===== src/rtl/dbus_gpio_timer_if.sv =====
// Data-bus slave port bundle for dbus_gpio_timer.
//   din  : write data from the bus master
//   addr : word address (block select is decoded upstream)
//   we   : write enable, already qualified by the block select
//   dout : registered read data, valid one cycle after addr
// master modport drives din/addr/we; slave modport drives dout.
interface dbus_gpio_timer_if #(
  parameter int DW = 16,
  parameter int AW = 16
);
  logic [DW-1:0] din;
  logic [AW-1:0] addr;
  logic          we;
  logic [DW-1:0] dout;

  modport master (output din, output addr, output we, input dout);
  modport slave  (input din, input addr, input we, output dout);
endinterface


===== src/rtl/dbus_gpio_timer.sv =====
// Memory-mapped GPIO + 16-bit style timer peripheral on the processor data bus.
//   clk, rst : clock, synchronous active-high reset
//   bus      : slave side of dbus_gpio_timer_if (din/addr/we in, dout out)
//   gpio_in  : asynchronous external inputs (two-flop synchronized)
//   gpio_out : GPIO_OUT register contents
//   irq      : MATCH & IRQ_EN, straight from flops
// Register offsets (addr[2:0]): 0 GPIO_OUT, 1 GPIO_IN (RO), 2 CTRL
// {IRQ_EN,AUTO_RELOAD,EN}, 3 TMR_CMP, 4 TMR_CNT, 5 STAT (MATCH, W1C),
// 6 PRESC, 7 reserved. Reads are registered and see pre-write state.
module dbus_gpio_timer #(
  parameter int            DW      = 16,
  parameter int            AW      = 16,
  parameter logic [DW-1:0] CMP_RST = DW'(16'hFFFF)
)(
  input  logic          clk,
  input  logic          rst,
  dbus_gpio_timer_if.slave bus,
  input  logic [DW-1:0] gpio_in,
  output logic [DW-1:0] gpio_out,
  output logic          irq
);
  localparam logic [2:0] OFF_GPO  = 3'd0;
  localparam logic [2:0] OFF_GPI  = 3'd1;
  localparam logic [2:0] OFF_CTRL = 3'd2;
  localparam logic [2:0] OFF_CMP  = 3'd3;
  localparam logic [2:0] OFF_CNT  = 3'd4;
  localparam logic [2:0] OFF_STAT = 3'd5;
  localparam logic [2:0] OFF_PRSC = 3'd6;

  logic [DW-1:0] gpo, sync1, sync2, cmp, cnt, presc, pcnt, rdata;
  logic          en, auto_rl, irq_en, match;
  logic [2:0]    off;
  logic          wr_gpo, wr_ctrl, wr_cmp, wr_cnt, wr_stat, wr_prsc;
  logic          tick, hit;
  logic          unused_addr;

  assign off         = bus.addr[2:0];
  assign unused_addr = ^bus.addr[AW-1:3];

  assign wr_gpo  = bus.we && (off == OFF_GPO);
  assign wr_ctrl = bus.we && (off == OFF_CTRL);
  assign wr_cmp  = bus.we && (off == OFF_CMP);
  assign wr_cnt  = bus.we && (off == OFF_CNT);
  assign wr_stat = bus.we && (off == OFF_STAT);
  assign wr_prsc = bus.we && (off == OFF_PRSC);

  assign tick = en && (pcnt == presc);
  assign hit  = tick && (cnt == cmp);

  assign gpio_out = gpo;
  assign irq      = match & irq_en;

  // GPIO output, input synchronizer, compare and prescale registers
  always_ff @(posedge clk) begin
    if (rst) begin
      gpo   <= '0;
      sync1 <= '0;
      sync2 <= '0;
      cmp   <= CMP_RST;
      presc <= '0;
    end else begin
      sync1 <= gpio_in;
      sync2 <= sync1;
      if (wr_gpo)  gpo   <= bus.din;
      if (wr_cmp)  cmp   <= bus.din;
      if (wr_prsc) presc <= bus.din;
    end
  end

  // Prescaler. A PRESC write does not touch pcnt; if pcnt is already past
  // the new limit it runs up through the 2^DW wrap before matching again.
  always_ff @(posedge clk) begin
    if (rst)                       pcnt <= '0;
    else if (wr_ctrl && !bus.din[0]) pcnt <= '0;
    else if (!en || tick)          pcnt <= '0;
    else                           pcnt <= pcnt + DW'(1);
  end

  // Timer control, counter and sticky match.
  // Bus writes beat the tick update for CNT and the one-shot EN clear;
  // a match set beats a same-cycle W1C.
  always_ff @(posedge clk) begin
    if (rst) begin
      en      <= 1'b0;
      auto_rl <= 1'b0;
      irq_en  <= 1'b0;
      cnt     <= '0;
      match   <= 1'b0;
    end else begin
      if (wr_ctrl) begin
        en      <= bus.din[0];
        auto_rl <= bus.din[1];
        irq_en  <= bus.din[2];
      end else if (hit && !auto_rl) begin
        en <= 1'b0;
      end

      if (wr_cnt)                cnt <= bus.din;
      else if (hit && auto_rl)   cnt <= '0;
      else if (tick && !hit)     cnt <= cnt + DW'(1);

      if (hit)                          match <= 1'b1;
      else if (wr_stat && bus.din[0])   match <= 1'b0;
    end
  end

  // Read mux; registered below so dout carries pre-write values.
  always_comb begin
    rdata = '0;
    case (off)
      OFF_GPO:  rdata = gpo;
      OFF_GPI:  rdata = sync2;
      OFF_CTRL: rdata[2:0] = {irq_en, auto_rl, en};
      OFF_CMP:  rdata = cmp;
      OFF_CNT:  rdata = cnt;
      OFF_STAT: rdata[0] = match;
      OFF_PRSC: rdata = presc;
      default:  rdata = '0;
    endcase
  end

  always_ff @(posedge clk) begin
    if (rst) bus.dout <= '0;
    else     bus.dout <= rdata;
  end
endmodule

===== src/flat_wrapper.sv =====
// flat-port wrapper written by rule: the top's interface ports become plain ports
module dbus_gpio_timer_flat 
#(
  parameter int            DW      = 16,
  parameter int            AW      = 16,
  parameter logic [DW-1:0] CMP_RST = DW'(16'hFFFF)
)
  (clk, rst, gpio_in, gpio_out, irq, bus_din, bus_addr, bus_we, bus_dout);
  dbus_gpio_timer_if #(.DW(DW), .AW(AW)) bus_i ();
  input  logic clk;
  input  logic rst;
  input  logic [DW-1:0] gpio_in;
  output logic [DW-1:0] gpio_out;
  output logic irq;
  input wire logic [$bits(bus_i.din)-1:0] bus_din;
  input wire logic [$bits(bus_i.addr)-1:0] bus_addr;
  input wire logic [$bits(bus_i.we)-1:0] bus_we;
  output wire logic [$bits(bus_i.dout)-1:0] bus_dout;
  assign bus_i.din = bus_din;
  assign bus_i.addr = bus_addr;
  assign bus_i.we = bus_we;
  assign bus_dout = bus_i.dout;
  dbus_gpio_timer #(.DW(DW), .AW(AW), .CMP_RST(CMP_RST)) u_core (.clk(clk), .rst(rst), .bus(bus_i), .gpio_in(gpio_in), .gpio_out(gpio_out), .irq(irq));
endmodule

===== config.mk =====
export PLATFORM = sky130hd
export DESIGN_NAME = dbus_gpio_timer_flat
export DESIGN_NICKNAME = d
export VERILOG_FILES = /design/src/rtl/dbus_gpio_timer_if.sv /design/src/rtl/dbus_gpio_timer.sv /design/src/flat_wrapper.sv
export SDC_FILE = /design/constraint.sdc
export NUM_CORES = 1
export LEC_CHECK = 0
export BUFFER_PORTS_ARGS = -buffer_cell sky130_fd_sc_hd__buf_4
export CORE_MARGIN = 2
export CORE_UTILIZATION = 25
export CTS_BUF_LIST = sky130_fd_sc_hd__clkbuf_8 sky130_fd_sc_hd__clkbuf_16
export DETAILED_ROUTE_END_ITERATION = 16
export GPL_TIMING_DRIVEN = 0
export PLACE_DENSITY = 0.38
export SYNTH_ARGS = -nofsm -noshare
export SYNTH_HDL_FRONTEND = slang
export SYNTH_SLANG_ARGS = --single-unit
export TNS_END_PERCENT = 20

===== constraint.sdc =====
create_clock -name clk -period 3 [get_ports clk]
set_input_delay 0.45 -clock clk [delete_from_list [all_inputs] [get_ports clk]]
set_output_delay 0.45 -clock clk [all_outputs]
set_load 0.03 [all_outputs]

; ---- Yosys cells after proc, flatten, opt, wreduce, memory -nomap -nowiden
; Index checks and enable logic that the tools add are counted.
[totals]
output_inout_bits = 33
inputBits = 51
register_bits = 132
word_cells = 56
[classes]
n_reduce_logical = 23
n_mux = 10
eq_ne = 8
n_bitwise = 1
add_sub_neg = 2
[ops]
columns = op, count
row1 = $pmux 13 s5, 1
row2 = $mux 16, 3
row3 = $add 16x1->16 const B, 2
row4 = $eq 16x16->1, 2
row5 = $logic_and 1x1->1, 13
row6 = $pmux 2 s6, 1
row7 = $eq 3x3->1 const B, 3
row8 = $pmux 1 s7, 1
row9 = $eq 3x2->1 const B, 2
row10 = $logic_not 1->1, 4
row11 = $mux 1, 4
row12 = $reduce_bool 2->1, 2
row13 = $eq 3x1->1 const B, 1
row14 = $logic_not 3->1, 1
row15 = $reduce_bool 3->1, 1
row16 = $reduce_or 3->1, 1
row17 = $and 1x1->1, 1
row18 = $logic_or 1x1->1, 1

; ---- Longest topological paths before layout
; Gate-level depths: netlist of run 1.
[logic_depth]
ltp_word = 8
mapped_depth = 9

; ---- Least setup slack after synthesis of run 1
; OpenSTA, ideal clock, no wires.
[synth_timing]
kind = input to register
start = input port bus_addr[0]
end = register u_core.pcnt[10]
required_time_ns = 2.935
cell_stages = 9
setup_time_ns = 0.065
setup_slack_ns = 0.912
arrival_ns = 2.023
n_path_buf = 4
cell_sequence = clkbuf_1 -> nor2b_1 -> and2_1 -> clkbuf_1 -> nor2b_1 -> or4_1 -> clkbuf_1 -> clkbuf_1 -> nor2_1
[synth_between]
elab_chain_len = 4
[synth_rtl]
columns = item, line
row1 = from (decl), flat_wrapper.sv:16  ; input wire logic [$bits(bus_i.addr)-1:0] bus_addr;
row2 = $eq 3x2->1, dbus_gpio_timer.sv:41  ; assign wr_ctrl = bus.we && (off == OFF_CTRL);
row3 = $logic_and 1x1->1, dbus_gpio_timer.sv:41
row4 = $logic_and 1x1->1, dbus_gpio_timer.sv:74  ; else if (wr_ctrl && !bus.din[0]) pcnt <= '0;
row5 = $reduce_or 3->1 (no line), n/a
row6 = to (signal assigned), dbus_gpio_timer.sv:76  ; else pcnt <= pcnt + DW'(1);
row7 = to (decl), dbus_gpio_timer.sv:30  ; logic [DW-1:0] gpo, sync1, sync2, cmp, cnt, presc, pcnt, rdata;
; No other way between the ends.
; A chain may end at the register's enable or synchronous reset.

; ---- Worst setup path after layout of run 1
[layout_timing]
start = register u_core.cnt[0]
end = register u_core.cnt[15]
[layout_between]
elab_chain_len = 5
[layout_rtl]
columns = item, line
row1 = from (decl), dbus_gpio_timer.sv:30
row2 = from (signal assigned), dbus_gpio_timer.sv:98  ; if (wr_cnt) cnt <= bus.din;
row3 = from (signal assigned), dbus_gpio_timer.sv:100  ; else if (tick && !hit) cnt <= cnt + DW'(1);
row4 = "parallel branches: the longest is 5 deep, another holds $add 16x1->16", n/a
; Parallel ways; which one is timed is not known. The select of a mux whose other input is x is not followed.

==> impl_metrics.yaml, run 1 <==
hold_path:
  startpoint_of_the_tightest_hold_check_path: "gpio_in[15]"
  hold_class: "in -> reg"
synthesis:
  synth_nets: 740
  synth_edf_count: 0
  synth.yosys.warnings: 0
  netlist_instances: 686
  synth_area_leaders: "sky130_fd_sc_hd__dfxtp_1, sky130_fd_sc_hd__nand2_1, sky130_fd_sc_hd__a21oi_1"
  async_reset_ff_share_pct: 0
  yosysTopAreaCell: "sky130_fd_sc_hd__dfxtp_1"
  netlist_area_sq_um: 5770
  postSynthAreaPerCell_sq_um: 8.41
  ys_ff_latch: 132
  yosys_most_used_dff: "sky130_fd_sc_hd__dfxtp_1"
  synth.top_cell.area_share_pct: 45.8
  yosysSeqAreaShare_pct: 45.8
  synth_cell_type_count: 43
clock_tree:
  clkLatencyLatePin_ns: 0.42
  clk_root_buffer_cell: "sky130_fd_sc_hd__clkbuf_16"
  cts_inserted_buffers: 17
  cts_tree: "done"
  clock_path_buffers: 2
  path_clk_slew_ns: 0.07
  clock_sink_count: 132
  cts-htree-levels: 4
placement:
  post-place-ws_ns: 0.0398
  dp.final_hpwl_um: 15800
  numPlacedInstances: 1041
  place.port_buffers: 70
  routabilityCongestion: 0.847
  placed_cell_area_sq_um: 6650
power:
  pleak_nw: 2.79
  ir_worst_vdd_mv: 0.325
  finalPower_w: 0.00421
  power.density_nw_per_um2: 583
routing:
  wl_um: 20700
  post_drt_wl_per_cell_um: 19.3
  postRouteAntennaNets: 0
  via_count: 5190
  routed_via_density: 4.84
  firstDrtPassIters: 5
  remaining_drc_errors: 0
  drt_first_iter_violations: 271
setup_path:
  critical_path_arrival_ns: 3.02
  critPathMaxFanout: 10
  reg2reg_setup_slack_ns: 0.31
  startpoint_of_the_worst_register_to_register_path: "u_core.cnt[0]$_SDFFE_PP0P_"
  worstPathRequired_ns: 3.33
  setup.worst_path.end_class: "flip-flop"
  timing.critical_path.from_type: "flip-flop"
  crit_path_start: "u_core.cnt[0]$_SDFFE_PP0P_"
  timing_worst_setup_path_type: "reg -> reg"
final_layout:
  final_common_cell: "sky130_fd_sc_hd__dfxtp_1"
  filler_cell_count: 2366
  post_layout_cell_count: 1073
  fin_nets: 829
  final_area_sq_um: 7210
  multiInputGateArea_sq_um: 2910
  most-common-layout-cells: "sky130_fd_sc_hd__dfxtp_1, sky130_fd_sc_hd__nand2_1, sky130_fd_sc_hd__buf_4"
  final_layout_size_suffix_gt1_share_pct: 14.2
  seq_area_sq_um: 2640
  antennaDiodeCount: 0
  syn_to_final_growth_pct: 25.0
die:
  placeableCoreArea_sq_um: 22600
  fp-row-count: 55
  boundaryPins: 84
  initial_utilization_pct: 25.5
  die_width_um: 156
  die_y_um: 156
  floorplan.die_area_sq_um: 24300
timing:
  min_period_ns: 2.69
  slew_viol_final: 0
  final_hold_fails: 0
  clock-skew-final_ns: 0.0121
  max_freq_mhz: 372
  finalSetupViolations: 0
  rel_slew_slack_pct: 49.4
  worst-slew-pin-transition_ns: 0.756
  totalNegativeSetupSlack_ns: 0
  timing.final.crit_share_pct: 89.7
  grt_setup_unrepaired: "false"
  finalWorstSetupSlack_ns: 0.308
global_route:
  grt_pass1_vias: 5283
  globalRouteOverflowTotal: 0
  grt_max_degree: 17
  grt_usage_pct: 17.6
  grt_first_pass_wirelength_um: 31700
  number_of_antenna_violations_at_the_first_check_in_global_routing: 0
job:
  number_of_maximum_capacitance_violations: 0
outcome:
  outcome: "complete, no violations"
report_power, final:
part / switching (W) / internal [W] / leakage [nW]
combinational: 0.000245 / 0.000146 / 1.46
clock: 0.000889 / 0.00108 / 0.255
sequential: 0.0000400 / 0.00181 / 1.08
state kept, by name, indices dropped and copies added, names as in the netlist:
signal	flops
u_core.bus.dout	16
u_core.cmp	16
u_core.cnt	16
u_core.gpio_out	16
u_core.pcnt	16
u_core.presc	16
u_core.sync1	16
u_core.sync2	16
u_core.auto_rl	1
u_core.en	1
u_core.irq_en	1
u_core.match	1
final cells by class:
type	count	share of cell area, %
Sequential cell	132	36.6
Tap cell	285	4.95
Clock inverter	15	1.72
Multi-Input combinational cell	495	40.3
Clock buffer	17	5.90
Buffer	50	2.72
Timing Repair Buffer	70	7.29
Inverter	9	0.469
stage by stage:
stage / util [%] / hold slack (ns)
after floorplan: - / 0.414
after detailed placement: 29.4 / 0.422
final: 31.8 / 0.235
after global routing: 31.8 / 0.228
after CTS: 31.8 / 0.222
after global placement: 29.4 / 0.427
synthesized netlist by cell type, drive strengths merged (2+ instances only):
cell,count
nor2b,38
mux2i,7
nor4,6
dfxtp,132
clkbuf,45
a221oi,12
nor2,52
nand4,11
a311oi,3
xor2,24
nand2,122
o21ai,5
and3,14
inv,9
or4,2
buf,5
o211ai,4
ha,3
mux2,3
and2,4
a211oi,4
nand3b,17
a21oi,68
and4,3
o2111ai,2
a22oi,18
xnor2,27
a32oi,5
a31oi,7
nand3,17
a2bb2oi,2
nor3,7
kinds of logic (layout without fill, tap and decap cells):
logic type,Yosys count,count (layout),share of synthesized area (%)
xor gates and xnor gates,51,51,7.74
muxes,11,11,2.19
DFF,132,132,45.8
and+or+nand+nor,297,297,24.8
adders and majority gates,3,3,0.651
buffers and inverters,59,161,3.99
AOI/OAI and AO/OA,133,133,14.8
critical path, cell delays in order, from the launching register on:
cell                       delay, ns
sky130_fd_sc_hd__dfxtp_1        0.37
sky130_fd_sc_hd__xnor2_1        0.36
sky130_fd_sc_hd__nand4_1        0.29
sky130_fd_sc_hd__or4_1          0.56
sky130_fd_sc_hd__buf_4          0.21
sky130_fd_sc_hd__o211ai_4       0.42
sky130_fd_sc_hd__nand2_1        0.11
sky130_fd_sc_hd__a311oi_1       0.27
routing by layer:
layer | global-route usage, % | wire [um] | vias up
met4 | 5.64 | 374 | 0
met3 | 3.42 | 1050 | 22
met2 | 28.7 | 9660 | 169
li1 | - | - | 2548
met5 | 0 | 0 | -
met1 | 23.4 | 9620 | 2451
what timing repair did:
| action | 4_1_cts | 5_1_grt |
|---|---|---|
| hold buffers | 0 | 0 |
| setup buffers | 0 | 0 |
| setup endpoints to repair | 0 | 6 |
| resized for setup | 0 | 1 |
worst paths after layout:
| kind | endpoint | cells after the start |
|---|---|---|
| worst max-delay path | u_core.cnt[15]$_SDFFE_PP0P_ | 7 |
| worst min-delay path | u_core.sync1[15]$_SDFF_PP0_ | 2 |
| worst max register to register | u_core.cnt[15]$_SDFFE_PP0P_ | 7 |
| worst min register to register | u_core.sync2[3]$_SDFF_PP0_ | 1 |
No activity file was read; power rests on OpenSTA's default activity.
==> run 2: changes to the inputs <==
- REMOVE_ABC_BUFFERS: not set -> 1
==> run 2 against run 1 <==
Compared with the run above:
- via count shrank 3.9%
- design area decreased by 2.2%
- count of clock-buffer cells in the layout up 1
- sequential power about the same
- total power decreased by 3.7%
- core utilization shrank 0.71 points
- setup slack gained 0.030 ns
- critical endpoint is now u_core.cnt[14]$_SDFFE_PP0P_
- highest routed layer unchanged
==> impl_metrics.yaml, run 2 (synthesis results as in run 1) <==
outcome:
  outcome: "complete, no violations"
power:
  power.density_nw_per_um2: 575
  finalPower_w: 0.00405
  ir_worst_vdd_mv: 0.332
  pleak_nw: 2.74
setup_path:
  regToRegEndpoint: "u_core.cnt[14]$_SDFFE_PP0P_"
  timing_worst_setup_path_type: "reg -> reg"
  crit_chain: "xnor2_1 > nand4_1 > or4_1 > o211ai_4 > nand2_1 > a311oi_1"
  worstPathRequired_ns: 3.32
  reg2reg_setup_slack_ns: 0.34
  setup.worst_path.end_class: "flip-flop"
  timing.critical_path.slowest_stage_cell: "sky130_fd_sc_hd__or4_1"
  slowest_delay_ns: 0.81
  startpoint_of_the_worst_register_to_register_path: "u_core.cnt[0]$_SDFFE_PP0P_"
  timing.critical_path.from_type: "flip-flop"
  critical_path_arrival_ns: 2.98
  rr_worst_depth: 6
  critPathMaxFanout: 10
die:
  placeableCoreArea_sq_um: 22600
  initial_utilization_pct: 25.5
  fp-row-count: 55
  floorplan.die_area_sq_um: 24300
  boundaryPins: 84
  die_y_um: 156
  die_width_um: 156
final_layout:
  fin_nets: 783
  syn_to_final_growth_pct: 22.2
  final_common_cell: "sky130_fd_sc_hd__dfxtp_1"
  final_layout_size_suffix_gt1_share_pct: 15.0
  antennaDiodeCount: 0
  most-common-layout-cells: "sky130_fd_sc_hd__dfxtp_1, sky130_fd_sc_hd__nand2_1, sky130_fd_sc_hd__buf_4"
clock_tree:
  clkLatencyLatePin_ns: 0.42
  clock_path_buffers: 2
  clk_root_buffer_cell: "sky130_fd_sc_hd__clkbuf_16"
  cts-htree-levels: 4
  cts_tree: "done"
  post-cts-setup-buffers: 0
  path_clk_slew_ns: 0.06
  cts_inserted_buffers: 17
  clock_sink_count: 132
  cts_repair_resize_count: 0
  postCtsHoldBufs: 0
hold_path:
  sink_of_the_worst_hold_path: "u_core.sync1[5]$_SDFF_PP0_"
  startpoint_of_the_tightest_hold_check_path: "gpio_in[5]"
  cells_on_worst_hold_path: 2
  hold_class: "in -> reg"
routing:
  routed.top_layer: "met4"
  met3_length_um: 932
  routed_via_density: 4.86
  met2WireLength_um: 8750
  remaining_drc_errors: 0
  drt_first_iter_violations: 298
  via_count: 4990
  postRouteAntennaNets: 0
  post_drt_wl_per_cell_um: 18.0
  drt-met1-wl_um: 8560
  firstDrtPassIters: 5
  wl_um: 18500
timing:
  min_period_ns: 2.66
  grt_setup_unrepaired: "false"
  slew_viol_final: 0
  max_freq_mhz: 376
  clock-skew-final_ns: 0.00926
  worst-slew-pin-transition_ns: 1.30
  hold-worst-slack_ns: 0.233
  final_hold_fails: 0
  timing.final.crit_share_pct: 88.7
  finalSetupViolations: 0
  rel_slew_slack_pct: 12.9
  totalNegativeSetupSlack_ns: 0
global_route:
  grt_max_degree: 107
  number_of_antenna_violations_at_the_first_check_in_global_routing: 0
  grt_first_pass_wirelength_um: 28900
  grt_pass1_vias: 4960
  globalRouteOverflowTotal: 0
  grt_usage_pct: 15.7
job:
  number_of_maximum_capacitance_violations: 0
placement:
  place.port_buffers: 70
  dp.final_hpwl_um: 13000
  routabilityCongestion: 0.809
==> run 2: changes by cell type in the layout (fill, tap and decap cells not counted), sizes merged <==
cell,before,now
clkbuf,62,18
inv,17,14
clkinvlp,6,2
buf,75,74
clkinv,1,7
==> run 2: worst max-delay path, delay by kind of cell, from the launching register on <==
kind                      cells  cell delay (ns)
AOI/OAI and AO/OA             2             0.74
DFF                           1             0.37
xor gates and xnor gates      1             0.30
and+or+nand+nor               3             1.15
==> run 2: power by group <==
group          switching, W  internal (W)  total (W)
logic              0.000219      0.000142   0.000361
registers         0.0000483       0.00181    0.00186
clock network      0.000778       0.00105    0.00183
total               0.00105       0.00301    0.00405
==> run 2: layout make-up <==
| type | instances | area [sq um] |
|---|---|---|
| clock inverter | 14 | 76.3 |
| inverter | 9 | 33.8 |
| tap | 285 | 357 |
| fill | 2362 | 15600 |
| timing repair buffer | 74 | 587 |
| sequential | 132 | 2640 |
| multi-input combinational | 495 | 2910 |
| clock buffer | 18 | 439 |
==> run 2: per-layer routing <==
metal / track usage [%] / vias up
li1: - / 2454
met1: 21.4 / 2397
met2: 25.5 / 120
met3: 2.58 / 19
met4: 5.33 / 0
met5: 0 / -
==> run 2: metrics by stage <==
stage / setup WS, ns / cell area (sq um) / instances / util (%)
floorplan: 0.753 / 5570 / 636 / -
global placement: -0.784 / 6460 / 991 / 28.5
detailed placement: 0.162 / 6530 / 995 / 28.9
CTS: 0.266 / 7050 / 1027 / 31.1
global route: 0.170 / 7050 / 1027 / 31.1
finish: 0.339 / 7050 / 1027 / 31.1
==> run 2: worst max path at each step <==
stage	startpoint	endpoint	cells after the start
after floorplan	u_core.pcnt[2]$_SDFF_PP0_	u_core.cnt[2]$_SDFFE_PP0P_	6
after global routing	u_core.cnt[0]$_SDFFE_PP0P_	u_core.cnt[14]$_SDFFE_PP0P_	6
final	u_core.cnt[0]$_SDFFE_PP0P_	u_core.cnt[14]$_SDFFE_PP0P_	6
after CTS	u_core.cnt[0]$_SDFFE_PP0P_	u_core.cnt[14]$_SDFFE_PP0P_	6
after detailed placement	bus_addr[1]	u_core.cnt[10]$_SDFFE_PP0P_	7
after global placement	bus_addr[1]	u_core.cnt[2]$_SDFFE_PP0P_	6
==> run 3: changes to the inputs <==
- CELL_PAD_IN_SITES_DETAIL_PLACEMENT: not set -> 2
- CELL_PAD_IN_SITES_GLOBAL_PLACEMENT: not set -> 2
- CTS_CLUSTER_SIZE: not set -> 20
- PLACE_DENSITY: 0.38 -> 0.58
==> run 3 against run 2 <==
Compared with the run above:
- sequential power hardly changed
- via count increased by 3.4%
- hold slack improved by 0.0039 ns
- global-route usage grew 2.6 points
- clock skew increased by 0.0021 ns
- sequential cell count stayed put
- count of clock-buffer cells in the layout increased by 1
- critical endpoint is now u_core.cnt[11]$_SDFFE_PP0P_
- critical path depth grew 1
- non-clock buffer count rose by 1
- setup slack lost 0.10 ns
==> impl_metrics.yaml, run 3 (synthesis results as in run 1) <==
final_layout:
  final_common_cell: "sky130_fd_sc_hd__dfxtp_1"
  syn_to_final_growth_pct: 24.3
  post-route-util_pct: 31.7
  final_layout_size_suffix_gt1_share_pct: 15.8
  final_area_sq_um: 7170
  fin_nets: 784
  antennaDiodeCount: 0
  most-common-layout-cells: "sky130_fd_sc_hd__dfxtp_1, sky130_fd_sc_hd__nand2_1, sky130_fd_sc_hd__buf_4"
power:
  pleak_nw: 2.79
  power.density_nw_per_um2: 626
  ir_worst_vdd_mv: 0.311
timing:
  grt_setup_unrepaired: "false"
  worst-slew-pin-transition_ns: 1.17
  max_freq_mhz: 362
  hold-worst-slack_ns: 0.236
  rel_slew_slack_pct: 22.0
  timing.final.crit_share_pct: 92.0
  final_hold_fails: 0
  finalSetupViolations: 0
  slew_viol_final: 0
  min_period_ns: 2.76
  clock-skew-final_ns: 0.0114
setup_path:
  critPathMaxFanout: 9
  setup.worst_path.end_class: "flip-flop"
  critical_path_arrival_ns: 3.01
  timing_worst_setup_path_type: "reg -> reg"
  worstPathRequired_ns: 3.25
  timing.critical_path.from_type: "flip-flop"
clock_tree:
  postCtsHoldBufs: 0
  clock_sink_count: 132
  cts-htree-levels: 4
  cts_inserted_buffers: 17
  path_clk_slew_ns: 0.06
  cts_tree: "done"
  clock_path_buffers: 2
  clk_root_buffer_cell: "sky130_fd_sc_hd__clkbuf_16"
  clkLatencyLatePin_ns: 0.43
routing:
  drt_first_iter_violations: 252
  routed_via_density: 5.03
  postRouteAntennaNets: 0
  firstDrtPassIters: 4
  wl_um: 21700
  via_count: 5161
  post_drt_wl_per_cell_um: 21.1
  remaining_drc_errors: 0
placement:
  dp.final_hpwl_um: 15200
  routabilityCongestion: 0.798
  placed_cell_area_sq_um: 6540
  place.port_buffers: 70
global_route:
  grt_max_degree: 107
  grt_first_pass_wirelength_um: 33600
  globalRouteOverflowTotal: 0
  number_of_antenna_violations_at_the_first_check_in_global_routing: 0
  grt_usage_pct: 18.3
  grt_pass1_vias: 5555
die:
  placeableCoreArea_sq_um: 22600
  die_width_um: 156
  initial_utilization_pct: 25.5
  boundaryPins: 84
  floorplan.die_area_sq_um: 24300
  die_y_um: 156
  fp-row-count: 55
hold_path:
  hold_class: "in -> reg"
job:
  number_of_maximum_capacitance_violations: 0
outcome:
  outcome: "complete, no violations"
## run 3: changes by cell type in the layout (fill, tap and decap cells not counted), moves of 2 or more
cell and delta:
sky130_fd_sc_hd__bufinv_16 +4, sky130_fd_sc_hd__inv_1 -4, sky130_fd_sc_hd__clkinv_4 +2, sky130_fd_sc_hd__clkinv_2 -4
sky130_fd_sc_hd__buf_8 +2
## run 3: critical path, cell delays in order (launching register included)
cell	delay (ns)
sky130_fd_sc_hd__dfxtp_1	0.38
sky130_fd_sc_hd__xnor2_1	0.36
sky130_fd_sc_hd__nand4_1	0.24
sky130_fd_sc_hd__nor4_2	0.85
sky130_fd_sc_hd__nor4_2	0.22
sky130_fd_sc_hd__buf_4	0.24
sky130_fd_sc_hd__a32oi_1	0.19
sky130_fd_sc_hd__a21oi_1	0.11
## run 3: metrics by stage
step	setup TNS [ns]	setup slack, ns	power (W)	cells
after floorplan	0	0.753	0.00206	636
after global placement	-23.90	-1.54	0.00225	991
after detailed placement	0	0.155	0.00228	996
after CTS	0	0.131	0.00455	1027
after global routing	0	0.00745	0.00466	1027
final	0	0.239	0.00449	1027
## run 3: path summary, 6_finish.rpt
check                                                start                           to  slack [ns]  depth (start not counted)
worst max-delay path            u_core.cnt[0]$_SDFFE_PP0P_  u_core.cnt[11]$_SDFFE_PP0P_        0.24                          7
worst max register to register  u_core.cnt[0]$_SDFFE_PP0P_  u_core.cnt[11]$_SDFFE_PP0P_        0.24                          7
worst min-delay path                            gpio_in[4]   u_core.sync1[4]$_SDFF_PP0_        0.24                          2
worst min register to register  u_core.sync1[8]$_SDFF_PP0_   u_core.sync2[8]$_SDFF_PP0_        0.44                          1
## run 3: area by class of cell
class                           instances  area [sq um]
Timing Repair Buffer                   75           586
Inverter                                9          33.8
Clock inverter                         12           180
Clock buffer                           19           453
Multi-Input combinational cell        495          2920
Tap cell                              285           357
Sequential cell                       132          2640
Fill cell                            2542         15500
## run 3: routing by layer
layer / wire length [um] / GRT usage (%)
met5: 0 / 0
met4: 423 / 5.64
met3: 477 / 3.33
met2: 10200 / 29.9
met1: 10600 / 24.7
## run 3: repair_timing
item	4_1_cts	5_1_grt
setup endpoints to repair	0	1
resized for setup	0	1
setup buffers	0	0
hold endpoints to repair	0	0
## run 3: report_power, final
| part | switching (W) | leakage [nW] | internal [W] |
|---|---|---|---|
| clock network | 0.000819 | 0.311 | 0.00143 |
| logic | 0.000234 | 1.40 | 0.000144 |
| registers | 0.0000503 | 1.08 | 0.00181 |
| total | 0.00110 | 2.79 | 0.00339 |
